**config.mk**
```make
export PLATFORM = sky130hd
export DESIGN_NAME = sram_pdp_be
export DESIGN_NICKNAME = d
export VERILOG_FILES = /design/src/rtl/sram_pdp_be.sv
export SDC_FILE = /design/constraint.sdc
export NUM_CORES = 1
export LEC_CHECK = 0
export CAP_MARGIN = 20
export CORE_ASPECT_RATIO = 1.5
export CORE_UTILIZATION = 40
export DETAILED_ROUTE_END_ITERATION = 16
export GPL_TIMING_DRIVEN = 1
export SLEW_MARGIN = 15
export SYNTH_ARGS = -nofsm -noshare
export SYNTH_HDL_FRONTEND = slang
export SYNTH_SLANG_ARGS = --single-unit
```
**constraint.sdc**
```tcl
create_clock -name clk -period 1.9 [get_ports clk]
set_clock_uncertainty 0.1 [all_clocks]
set_input_delay 0.285 -clock clk [delete_from_list [all_inputs] [get_ports clk]]
set_output_delay 0.285 -clock clk [all_outputs]
set_load 0.005 [all_outputs]
```
**src/rtl/sram_pdp_be.sv**
```systemverilog
// Pseudo dual port SRAM: write-only port A with byte enables, read-only port B
// with 1- or 2-cycle registered latency, read-valid strobe and collision flag.
module sram_pdp_be #(
  parameter  int DEPTH  = 16,
  parameter  int WIDTH  = 32,
  parameter  int BYTE   = 8,
  parameter  int RD_LAT = 1,
  parameter  int BYPASS = 1,
  localparam int NLANE  = WIDTH / BYTE,
  localparam int AW     = $clog2(DEPTH)
) (
  input  logic             clk,
  input  logic             rst_n,
  input  logic             cs,
  input  logic             we_A,
  input  logic [AW-1:0]    add_A,
  input  logic [NLANE-1:0] be_A,
  input  logic [WIDTH-1:0] data_inA,
  input  logic             re_B,
  input  logic [AW-1:0]    add_B,
  output logic [WIDTH-1:0] data_outB,
  output logic             valid_B,
  output logic             coll_B
);

  localparam logic [AW:0] DEPTH_L = (AW+1)'(DEPTH);

  if ((WIDTH % BYTE != 32'sd0) || (RD_LAT < 32'sd1) || (RD_LAT > 32'sd2) ||
      (DEPTH < 32'sd2)) begin : g_param_err
    $error("sram_pdp_be: illegal parameters (WIDTH%%BYTE, RD_LAT or DEPTH)");
  end

  logic             w_a_ok;
  logic             w_b_ok;
  logic             w_wr;
  logic             w_rd;
  logic             w_coll;
  logic [WIDTH-1:0] w_rdata;
  logic [WIDTH-1:0] r_mem [DEPTH];
  logic             r_v1;
  logic             r_c1;
  logic [WIDTH-1:0] r_d1;

  assign w_a_ok = ({1'b0, add_A} < DEPTH_L);
  assign w_b_ok = ({1'b0, add_B} < DEPTH_L);
  assign w_wr   = rst_n & cs & we_A & w_a_ok;
  assign w_rd   = cs & re_B;
  assign w_coll = w_wr & re_B & (add_A == add_B);

  // Lane-masked write; the array itself is deliberately left without reset.
  always_ff @(posedge clk) begin
    for (int i = 32'sd0; i < NLANE; i++) begin
      if (w_wr && be_A[i]) begin
        r_mem[add_A][i*BYTE +: BYTE] <= data_inA[i*BYTE +: BYTE];
      end
    end
  end

  // Read word as seen at this edge: out-of-range reads yield zero, and on a
  // collision the write-first policy forwards the enabled lanes of data_inA.
  always_comb begin
    w_rdata = '0;
    if (w_b_ok) begin
      for (int i = 32'sd0; i < NLANE; i++) begin
        if ((BYPASS == 32'sd1) && w_coll && be_A[i]) begin
          w_rdata[i*BYTE +: BYTE] = data_inA[i*BYTE +: BYTE];
        end else begin
          w_rdata[i*BYTE +: BYTE] = r_mem[add_B][i*BYTE +: BYTE];
        end
      end
    end else begin
      w_rdata = '0;
    end
  end

  // First read stage; data holds its last value across idle slots.
  always_ff @(posedge clk or negedge rst_n) begin
    if (!rst_n) begin
      r_v1 <= 1'b0;
      r_c1 <= 1'b0;
      r_d1 <= '0;
    end else begin
      r_v1 <= w_rd;
      r_c1 <= w_coll;
      if (w_rd) begin
        r_d1 <= w_rdata;
      end
    end
  end

  if (RD_LAT == 32'sd2) begin : g_lat2
    logic             r_v2;
    logic             r_c2;
    logic [WIDTH-1:0] r_d2;

    // Second stage delays the strobe, flag and data by one more edge.
    always_ff @(posedge clk or negedge rst_n) begin
      if (!rst_n) begin
        r_v2 <= 1'b0;
        r_c2 <= 1'b0;
        r_d2 <= '0;
      end else begin
        r_v2 <= r_v1;
        r_c2 <= r_c1;
        if (r_v1) begin
          r_d2 <= r_d1;
        end
      end
    end

    assign data_outB = r_d2;
    assign valid_B   = r_v2;
    assign coll_B    = r_c2;
  end else begin : g_lat1
    assign data_outB = r_d1;
    assign valid_B   = r_v1;
    assign coll_B    = r_c1;
  end

endmodule

```
---- Word level (Yosys, flattened, before mapping) ----
Memory sizes are Yosys's and may differ from the RTL's. A register that Yosys moved wholly into a read port is not among the register bits.
Index checks and enable logic that the tools add are counted.
word-level totals
  register bits ........................... 2
  RAM bits ................................ 512
  input port bits ......................... 49
  output and inout bits ................... 34
  memories ................................ 1
memories
  name   depth  bits a word  read ports  clocked after memory_dff  write ports  line  text
  r_mem  16     32           1           1                         1            39    logic [WIDTH-1:0] r_mem [DEPTH];
operators by class
  eq/ne operators ......................... 1
  muxes and demuxes ....................... 8
  bitwise operators ....................... 5
  reductions and logical operators ........ 5
operator list
  kind               count
  $mux 1             8
  $and 1x1->1        5
  $eq 4x4->1         1
  $logic_and 1x1->1  4
  $logic_not 1->1    1

---- Depth between registers and ports, before layout ----
Gate-level depths: netlist (run 1).
  word-level depth ........................ 5
  mapped depth ............................ 7
  gate-level depth less buffers ........... 4

---- Worst setup path before layout (run 1) ----
Ideal clock, no wire load.
  path type ............................... input to register
  start point ............................. input we_A
  end point ............................... memory r_mem[15][0], enable pin
  library setup time ...................... 0.370 ns
  arrival time ............................ 1.390 ns
  path slack .............................. 0.039 ns
  stages on the path ...................... 5
  buffers on the path ..................... 2
  path through ............................ and3_1 -> clkbuf_1 -> nand2_1 -> clkbuf_1 -> nor2_1
between the ends
  word-level cells in the longest chain between the ends .. 4
ends and longest elaborated chain
  item                          line  text
  start: declaration            15    input logic we_A,
  $and 1x1->1                   46    assign w_wr = rst_n & cs & we_A & w_a_ok;
  $logic_and 1x1->1             53    if (w_wr && be_A[i]) begin
  $mux 1                        53
  $mux 1 (implied by the code)  54    r_mem[add_A][i*BYTE +: BYTE] <= data_inA[i*BYTE +: BYTE];
  end: declaration              39
Every way passes these cells.

==> impl_metrics.csv, run 1 <==
group,metric,value,unit
outcome,status,"completed",
yosys,synth.area.mux_share,13.59,%
global_routing,grt_pass1_vias,11910,
power_and_ir_drop,p_leak,8.585,nW
yosys,synth_xor_area_share,0.1652,%
global_routing,grt_max_degree,35,
routing,drt_iter0_drc,842,
floorplanning,rows,103,
setup_path,slowest_delay,560,ps
floorplanning,core,52450,sq um
clocking,worstSkewPairLatency,570,ps
setup_path,rrSetupSlack,240,ps
setup_path,worstReg2RegStart,"r_mem[5][24]$_DFFE_PP_",
clocking,htree_levels,2,
power_and_ir_drop,p_seq_share,53.2,%
yosys,synth_cells,1048,
worst_hold_path,hold_class,"in -> reg",
yosys,synth_compound_area_share,5.286,%
setup_path,worst-setup-path-type,"reg -> out",
layout,area_growth,22.43,%
yosys,synth_top_family_by_area,"multiplexers",
layout,drive_gt1_share,30.16,%
sta,setup_ws,54.08,ps
routing,dr_total_vias,10860,
setup_path,worstPathRequired,1510,ps
setup_path,critPathBufInv,1,
yosys,synth-seq-cells,546,
power_and_ir_drop,finalPower,0.02510,W
sta,fin_crit_sh,97.15,%
flow_run,drv_cap,0,
global_routing,antenna_found_initial,1,
setup_path,worst_ep_arrival_time,1460,ps
routing,route.detailed.drc,0,
routing,wire_per_inst,24.17,um
clocking,path_clk_slew,60,ps
yosys,synthAdderAreaFrac,0,%
setup_path,critPathSlowestCell,"clkdlybuf4s50_1",
floorplanning,io_pins,83,
power_and_ir_drop,p_switching,0.005222,W
sta,grt_setup_unrepaired,"no",
placed_design,portBuffers,82,
power_and_ir_drop,p_int,0.01988,W
clocking,root_buffer,"clkbuf_16",
global_routing,gr-total-overflow,0,
routing,drt_first_pass_iters,5,
clocking,cts_num_sinks,546,
yosys,synth-simple-area-share,2.626,%
yosys,synth.area.top_cells,"edfxtp_1 72%, mux4_2 14%, dfrtp_1 4.0%",
setup_path,crit_family,"buffers and inverters",
layout,n_antenna_cell,0,
yosys,synth.cell_area,21210,sq um
setup_path,path_cells,"clkdlybuf4s50_1",
sta,fmax,541.7,MHz
yosys,synth_cell_types,22,
sta,worst_pin_slew,637.9,ps
power_and_ir_drop,clockPowerShare,39.6,%
sta,holdWs,228.4,ps
power_and_ir_drop,switching_share,20.80,%
yosys,synth_area_per_cell,20.24,sq um
clocking,cts_buffers,48,
worst_hold_path,hold_path_depth,2,
sta,hold_viol,0,
sta,setup_viol,0,
floorplanning,initial_core_util,40.43,%
layout,nets,1344,
setup_path,crit_fanout,2,
routing,final_antenna_net_count,0,
placed_design,place.gp.congestion,0.7786,
sta,finalCriticalPeriod,1846,ps
yosys,ys_warn_count,0,
clocking,cts_max_path_buffers,3,
routing,routed_via_density,5.387,
worst_hold_path,worstHoldStart,"re_B",
global_routing,grt.total_usage,18.49,%
setup_path,start_kind,"flop",
setup_path,endpoint_kind,"primary output",
sta,relSlewSlack,57.47,%
power_and_ir_drop,power.density,966.9,nW/um^2
global_routing,grt_pass1_wl,73350,um
yosys,syn_nets,1097,
floorplanning,dieArea,53960,sq um
yosys,synth_top_area_share,72.50,%
floorplanning,die_w,190,um
setup_path,r2r-end,"data_outB[24]$_DFFE_PN0P_",
yosys,synth_area_leader_cell,"edfxtp_1",
placed_design,dpl_worst_slack,-370.9,ps
clocking,post_cts_buffers,0,
yosys,yosysSeqAreaShare,76.51,%
floorplanning,die_h,284,um
routing,wl,48700,um
setup_path,worstRegToRegCells,4,
power_and_ir_drop,vdd_drop_max,0.5610,mV
placed_design,dp_hpwl,33910,um
power_and_ir_drop,combPwrFrac,7.2,%
sta,finalMaxSlewViolations,0,
worst_hold_path,min_to,"coll_B$_DFF_PN0_",
clocking,cts_tree,"done",
-- state kept, by name (all words and copies together) (netlist names) --
register   cells
data_outB     32
valid_B        1
r_mem        512
coll_B         1
-- layout by cell type (no fill, tap or decap), drive strengths merged --
master / Yosys / routed
a21oi: 32 / 32
a22o: 64 / 64
a31oi: 32 / 32
and2: 5 / 5
and3: 2 / 2
and4: 1 / 1
buf: 34 / 189
bufinv: 0 / 6
clkbuf: 40 / 58
clkdlybuf4s50: 0 / 76
clkinv: 0 / 18
clkinvlp: 0 / 8
dfrtp: 34 / 34
dlygate4sd2: 0 / 2
dlygate4sd3: 0 / 1
dlymetal6s2s: 0 / 1
edfxtp: 512 / 512
inv: 1 / 1
mux4: 128 / 128
nand2: 14 / 14
nand3: 6 / 6
nand4: 2 / 2
nor2: 99 / 99
nor2b: 6 / 6
o22ai: 32 / 32
xnor2: 4 / 4
-- Yosys cell counts (all sizes together) --
library cell / n
mux4: 128
clkbuf: 40
xnor2: 4
dfrtp: 34
edfxtp: 512
and2: 5
buf: 34
and4: 1
and3: 2
o22ai: 32
nor2: 99
inv: 1
nand3: 6
nand4: 2
nor2b: 6
a21oi: 32
a22o: 64
nand2: 14
a31oi: 32
-- layout make-up --
| type | count | area, sq um |
|---|---|---|
| multi-input cells | 427 | 4603 |
| inverters | 1 | 3.754 |
| flip-flops and latches | 546 | 16230 |
| fillers | 4235 | 26490 |
| repair buffers | 271 | 2658 |
| well taps | 682 | 853.3 |
| clock buffers | 56 | 1282 |
| clock inverters | 32 | 336.6 |
-- cell families (layout without fill, tap and decap cells) --
logic type,after synthesis,count (layout)
AOI/OAI and AO/OA,160,160
xor gates and xnor gates,4,4
buffers and inverters,75,360
DFF,546,546
muxes,128,128
and+or+nand+nor,135,135
-- power groups by stage --
stage               logic (W)  registers [W]  clock network, W
floorplan            0.000780         0.0136                 0
global placement      0.00180         0.0136                 0
detailed placement    0.00182         0.0136                 0
CTS                   0.00183         0.0134            0.0101
global route          0.00193         0.0134            0.0105
finish                0.00180         0.0134           0.00994
-- through the flow --
step                cells  area [sq um]  TNS [ps]  util, %
global route         2015         25960         0    49.50
floorplan            1048         21210         0        -
CTS                  2015         25960         0    49.49
finish               2015         25960         0    49.50
detailed placement   1926         24330   -135620    46.39
global placement     1926         24330   -119150    46.39
-- routing by layer --
metal | track usage (%) | part of all wire, % | routed length [um] | vias to the layer above
li1 | - | - | - | 4838
met1 | 21.58 | 37 | 18250 | 5658
met2 | 34.79 | 56 | 27320 | 289
met3 | 2.461 | 4.3 | 2082 | 70
met4 | 5.363 | 2.2 | 1058 | 0
met5 | 0 | 0 | 0 | -
-- repair_timing --
action	4_1_cts	5_1_grt
endpoints found under the hold margin	34	0
setup endpoints to repair	2	23
hold buffers	1	0
gates resized for setup	2	2
-- how the worst max path moves through the flow --
stage | endpoint | depth (start not counted) | start
CTS | data_outB[21] | 1 | data_outB[21]$_DFFE_PN0P_
global placement | r_mem[9][31]$_DFFE_PP_ | 7 | add_A[0]
global route | data_outB[29] | 1 | data_outB[29]$_DFFE_PN0P_
detailed placement | r_mem[9][31]$_DFFE_PP_ | 7 | add_A[0]
finish | data_outB[4] | 1 | data_outB[4]$_DFFE_PN0P_
floorplan | r_mem[15][0]$_DFFE_PP_ | 5 | we_A
No activity file was read; power rests on OpenSTA's default activity.
==> run 2: changes to the inputs <==
MAX_ROUTING_LAYER = met4   (was not set)
==> impl_metrics.csv, run 2 (same netlist as run 1, synthesis figures left out) <==
group,metric,value,unit
sta,fin_crit_sh,97.25,%
routing,met1_length,18470,um
sta,setup_tns,0,ps
routing,wl,48620,um
worst_hold_path,hold_path_depth,2,
layout,largest_reg_flops,512,
sta,grt_setup_unrepaired,"no",
clocking,cts_max_path_buffers,3,
setup_path,rrSetupSlack,250,ps
worst_hold_path,worstHoldStart,"re_B",
power_and_ir_drop,p_leak,8.585,nW
clocking,htree_levels,2,
sta,fmax,541.2,MHz
power_and_ir_drop,finalPower,0.02509,W
layout,layout_common_cells,"512 x edfxtp_1, 155 x buf_4, 128 x mux4_2",
flow_run,drv_cap,0,
sta,finalMaxSlewViolations,0,
power_and_ir_drop,power.density,966.5,nW/um^2
routing,route.detailed.drc,0,
routing,drt_first_pass_iters,5,
routing,top_layer_used,"met4",
floorplanning,io_pins,83,
setup_path,critPathBufInv,1,
setup_path,worstPathRequired,1510,ps
routing,final_antenna_net_count,0,
setup_path,worst-setup-path-type,"reg -> out",
layout,drive_gt1_share,30.16,%
floorplanning,initial_core_util,40.43,%
outcome,status,"completed",
setup_path,r2r-end,"data_outB[24]$_DFFE_PN0P_",
routing,wire_per_inst,24.13,um
routing,wl_met2,27210,um
global_routing,gr-total-overflow,0,
layout,utilization,49.50,%
sta,finalCriticalPeriod,1848,ps
setup_path,worstReg2RegStart,"r_mem[5][24]$_DFFE_PP_",
sta,hold_viol,0,
placed_design,place.gp.congestion,0.7894,
layout,n_antenna_cell,0,
sta,relSlewSlack,57.97,%
clocking,root_buffer,"clkbuf_16",
setup_path,critPathSlowestCell,"clkdlybuf4s50_1",
floorplanning,dieArea,53960,sq um
layout,fin_area,25960,sq um
placed_design,dp_hpwl,33910,um
power_and_ir_drop,vdd_drop_max,0.5601,mV
routing,routed_via_density,5.387,
global_routing,grt_pass1_vias,11890,
layout,top_register,"r_mem",
layout,mostFrequentLayoutCell,"edfxtp_1",
global_routing,antenna_found_initial,1,
setup_path,slowest_delay,560,ps
layout,area_growth,22.43,%
floorplanning,die_h,284,um
sta,setup_viol,0,
setup_path,worstRegToRegCells,4,
clocking,path_clk_slew,60,ps
routing,drt_iter0_drc,840,
sta,worst_pin_slew,630.4,ps
placed_design,portBuffers,82,
setup_path,cp-startpoint,"data_outB[4]$_DFFE_PN0P_",
setup_path,worst_ep_arrival_time,1460,ps
setup_path,endpoint_kind,"primary output",
setup_path,path_cells,"clkdlybuf4s50_1",
worst_hold_path,min_to,"coll_B$_DFF_PN0_",
clocking,cts_num_sinks,546,
placed_design,dpl_cell_area,24330,sq um
floorplanning,rows,103,
setup_path,crit_fanout,2,
worst_hold_path,hold_class,"in -> reg",
global_routing,grt_max_degree,35,
setup_path,crit_family,"buffers and inverters",
floorplanning,die_w,190,um
global_routing,grt_pass1_wl,73400,um
setup_path,start_kind,"flop",
routing,dr_total_vias,10860,
floorplanning,core,52450,sq um
global_routing,grt.total_usage,19.07,%
clocking,cts_tree,"done",
routing,wl_met3,1866,um
clocking,cts_buffers,48,
clocking,worstSkewPairLatency,570,ps
layout,nets,1344,
==> run 2: cell counts in the layout (fill, tap and decap cells not counted) <==
Identical to the previous run, type by type.
==> run 2: report_power, final <==
part	internal [W]	switching [W]
clock network	0.00567	0.00425
registers	0.0133	0.0000758
logic	0.000915	0.000884
total	0.0199	0.00521
==> run 2: metal layers <==
metal	vias up	global-route usage, %
li1	4834	-
met3	74	2.325
met1	5695	21.77
met2	252	34.74
met4	0	5.363
met5	-	-
==> run 2: area by class of cell <==
| type | instances | area (sq um) |
|---|---|---|
| Inverter | 1 | 3.754 |
| Fill cell | 4235 | 26490 |
| Clock inverter | 32 | 336.6 |
| Sequential cell | 546 | 16230 |
| Multi-Input combinational cell | 427 | 4603 |
| Tap cell | 682 | 853.3 |
| Timing Repair Buffer | 271 | 2658 |
| Clock buffer | 56 | 1282 |
==> run 2: worst max-delay path by stage <==
stage,endpoint,slack (ps),cells past startpoint
2_1_floorplan,r_mem[15][0]$_DFFE_PP_,40,5
3_3_place_gp,r_mem[9][31]$_DFFE_PP_,-350,7
5_1_grt,data_outB[29],0.3,1
4_1_cts,data_outB[21],7,1
3_5_place_dp,r_mem[9][31]$_DFFE_PP_,-370,7
6_report,data_outB[4],50,1
==> run 2: timing repair <==
| item | CTS | global route |
|---|---|---|
| hold endpoints to repair | 34 | 0 |
| pin swaps | 0 | 0 |
| hold buffers | 1 | 0 |
| buffers inserted | 0 | 0 |
| endpoints found under the setup margin | 2 | 27 |
| resized for setup | 2 | 2 |
==> run 2: metrics by stage <==
stage	setup slack [ps]	hold WS, ps	std cells
6_report	52.21	228.1	2015
5_1_grt	0.2925	235.6	2015
4_1_cts	6.647	210.8	2015
3_5_place_dp	-370.9	423.4	1926
3_3_place_gp	-345.4	415.4	1926
2_1_floorplan	39.31	-110.6	1048
==> run 3: changes to the inputs <==
HOLD_SLACK_MARGIN = 0.02   (was not set)
SETUP_SLACK_MARGIN = 0.2   (was not set)
==> impl_metrics.csv, run 3 (same netlist as run 1, synthesis figures left out) <==
group,metric,value,unit
worst_hold_path,hold_class,"in -> reg",
layout,largest_reg_flops,512,
setup_path,start_kind,"flop",
routing,final_antenna_net_count,0,
clocking,path_clk_slew,70,ps
placed_design,dpl_worst_slack,-405.8,ps
sta,hold_viol,0,
setup_path,worst_ep_arrival_time,1270,ps
routing,wl,50290,um
clocking,root_buffer,"clkbuf_16",
setup_path,critPathBufInv,1,
power_and_ir_drop,finalPower,0.02477,W
layout,mostFrequentLayoutCell,"edfxtp_1",
sta,fin_crit_sh,87.08,%
clocking,cts_buffers,47,
power_and_ir_drop,p_seq_share,54.0,%
layout,area_growth,26.54,%
clocking,worstSkewPairLatency,560,ps
routing,routed_via_density,5.493,
setup_path,endpoint_kind,"primary output",
layout,top_register,"r_mem",
routing,drt_iter0_drc,813,
layout,layout_common_cells,"512 x edfxtp_1, 128 x mux4_2, 102 x buf_4",
sta,setup_viol,0,
layout,drive_gt1_share,35.05,%
global_routing,grt_pass1_wl,76360,um
setup_path,path_cells,"dlygate4sd2_1",
global_routing,grt_max_degree,35,
floorplanning,die_h,284,um
routing,drt_first_pass_iters,5,
floorplanning,core,52450,sq um
power_and_ir_drop,clockPowerShare,38.9,%
routing,wire_per_inst,25.04,um
floorplanning,rows,103,
sta,fmax,604.4,MHz
floorplanning,initial_core_util,40.43,%
floorplanning,die_w,190,um
floorplanning,io_pins,83,
sta,worst_pin_slew,648.1,ps
power_and_ir_drop,p_leak,8.666,nW
power_and_ir_drop,switching_share,20.94,%
clocking,cts_num_sinks,546,
placed_design,dpl_cell_area,25260,sq um
power_and_ir_drop,p_switching,0.005186,W
sta,setup_ws,245.6,ps
clocking,cts_max_path_buffers,3,
sta,finalMaxSlewViolations,0,
routing,route.detailed.drc,0,
layout,fin_area,26840,sq um
layout,nets,1336,
power_and_ir_drop,vdd_drop_max,0.6054,mV
setup_path,worstPathRequired,1510,ps
setup_path,crit_family,"flip-flops",
routing,dr_total_vias,11030,
clocking,htree_levels,2,
sta,holdWs,214.9,ps
setup_path,worst-setup-path-type,"reg -> out",
placed_design,place.gp.congestion,0.7853,
floorplanning,dieArea,53960,sq um
setup_path,slowest_delay,420,ps
setup_path,crit_fanout,2,
power_and_ir_drop,combPwrFrac,7.1,%
global_routing,gr-total-overflow,0,
power_and_ir_drop,p_int,0.01958,W
outcome,status,"completed",
sta,relSlewSlack,56.80,%
setup_path,critPathSlowestCell,"dfrtp_1",
sta,grt_setup_unrepaired,"yes",
global_routing,grt_pass1_vias,12000,
global_routing,grt.total_usage,19.85,%
power_and_ir_drop,power.density,922.8,nW/um^2
flow_run,drv_cap,0,
sta,finalCriticalPeriod,1654,ps
placed_design,portBuffers,82,
placed_design,dp_hpwl,34430,um
clocking,cts_tree,"done",
global_routing,antenna_found_initial,2,
[run 3: cell types whose count changed in the layout (fill, tap and decap cells not counted), sizes merged]
| cell | change |
|---|---|
| dlygate4sd2 | +32 |
| clkinvlp | -6 |
| buf | -6 |
| clkinv | +3 |
| diode | +2 |
| clkbuf | +1 |
| bufinv | -1 |
| clkdlybuf4s50 | -32 |
[run 3: final timing paths]
| path | from | to | slack, ps | cells after the start |
|---|---|---|---|---|
| max | data_outB[4]$_DFFE_PN0P_ | data_outB[4] | 250 | 1 |
| min | re_B | coll_B$_DFF_PN0_ | 210 | 2 |
| max reg2reg | r_mem[13][23]$_DFFE_PP_ | data_outB[23]$_DFFE_PN0P_ | 270 | 4 |
| min reg2reg | data_outB[25]$_DFFE_PN0P_ | data_outB[25]$_DFFE_PN0P_ | 430 | 2 |
| max in group asynchronous | rst_n | data_outB[1]$_DFFE_PN0P_ | 890 | 3 |
| min in group asynchronous | rst_n | data_outB[20]$_DFFE_PN0P_ | 360 | 3 |
[run 3: final cells by class]
type                       instances  area (sq um)
fill                            4096         25620
sequential                       546         16230
multi-input combinational        427          5076
timing repair buffer             264          3129
clock buffer                      58          1270
tap                              682         853.3
clock inverter                    28         272.8
antenna                            2         5.005
inverter                           1         3.754
[run 3: power by group through the flow]
stage	clock, W	sequential (W)	combinational, W
global route	0.0102	0.0134	0.00190
CTS	0.00979	0.0134	0.00179
detailed placement	0	0.0136	0.00183
finish	0.00962	0.0134	0.00177
floorplan	0	0.0136	0.000847
global placement	0	0.0136	0.00181
[run 3: per-layer routing]
layer	track usage (%)	routed length, um	share of wire (%)	vias to the layer above
met2	34.35	26930	54	295
met4	5.625	1169	2.3	0
met5	-	0	0	-
met3	2.350	2032	4.0	80
li1	-	-	-	4824
met1	24.39	20160	40	5830
[run 3: through the flow]
stage	cells	utilization (%)	TNS, ps
2_1_floorplan	1048	-	0
3_3_place_gp	1913	48.15	-128590
3_5_place_dp	1913	48.15	-143460
4_1_cts	2006	51.14	0
5_1_grt	2008	51.16	0
6_report	2008	51.16	0
[run 3: repair_timing]
| action | CTS | global route |
|---|---|---|
| pin swaps | 1 | 1 |
| resized for setup | 34 | 2 |
| endpoints found under the setup margin | 41 | 76 |
| endpoints found under the hold margin | 34 | 0 |
| setup buffers | 6 | 0 |
| hold buffers | 1 | 0 |
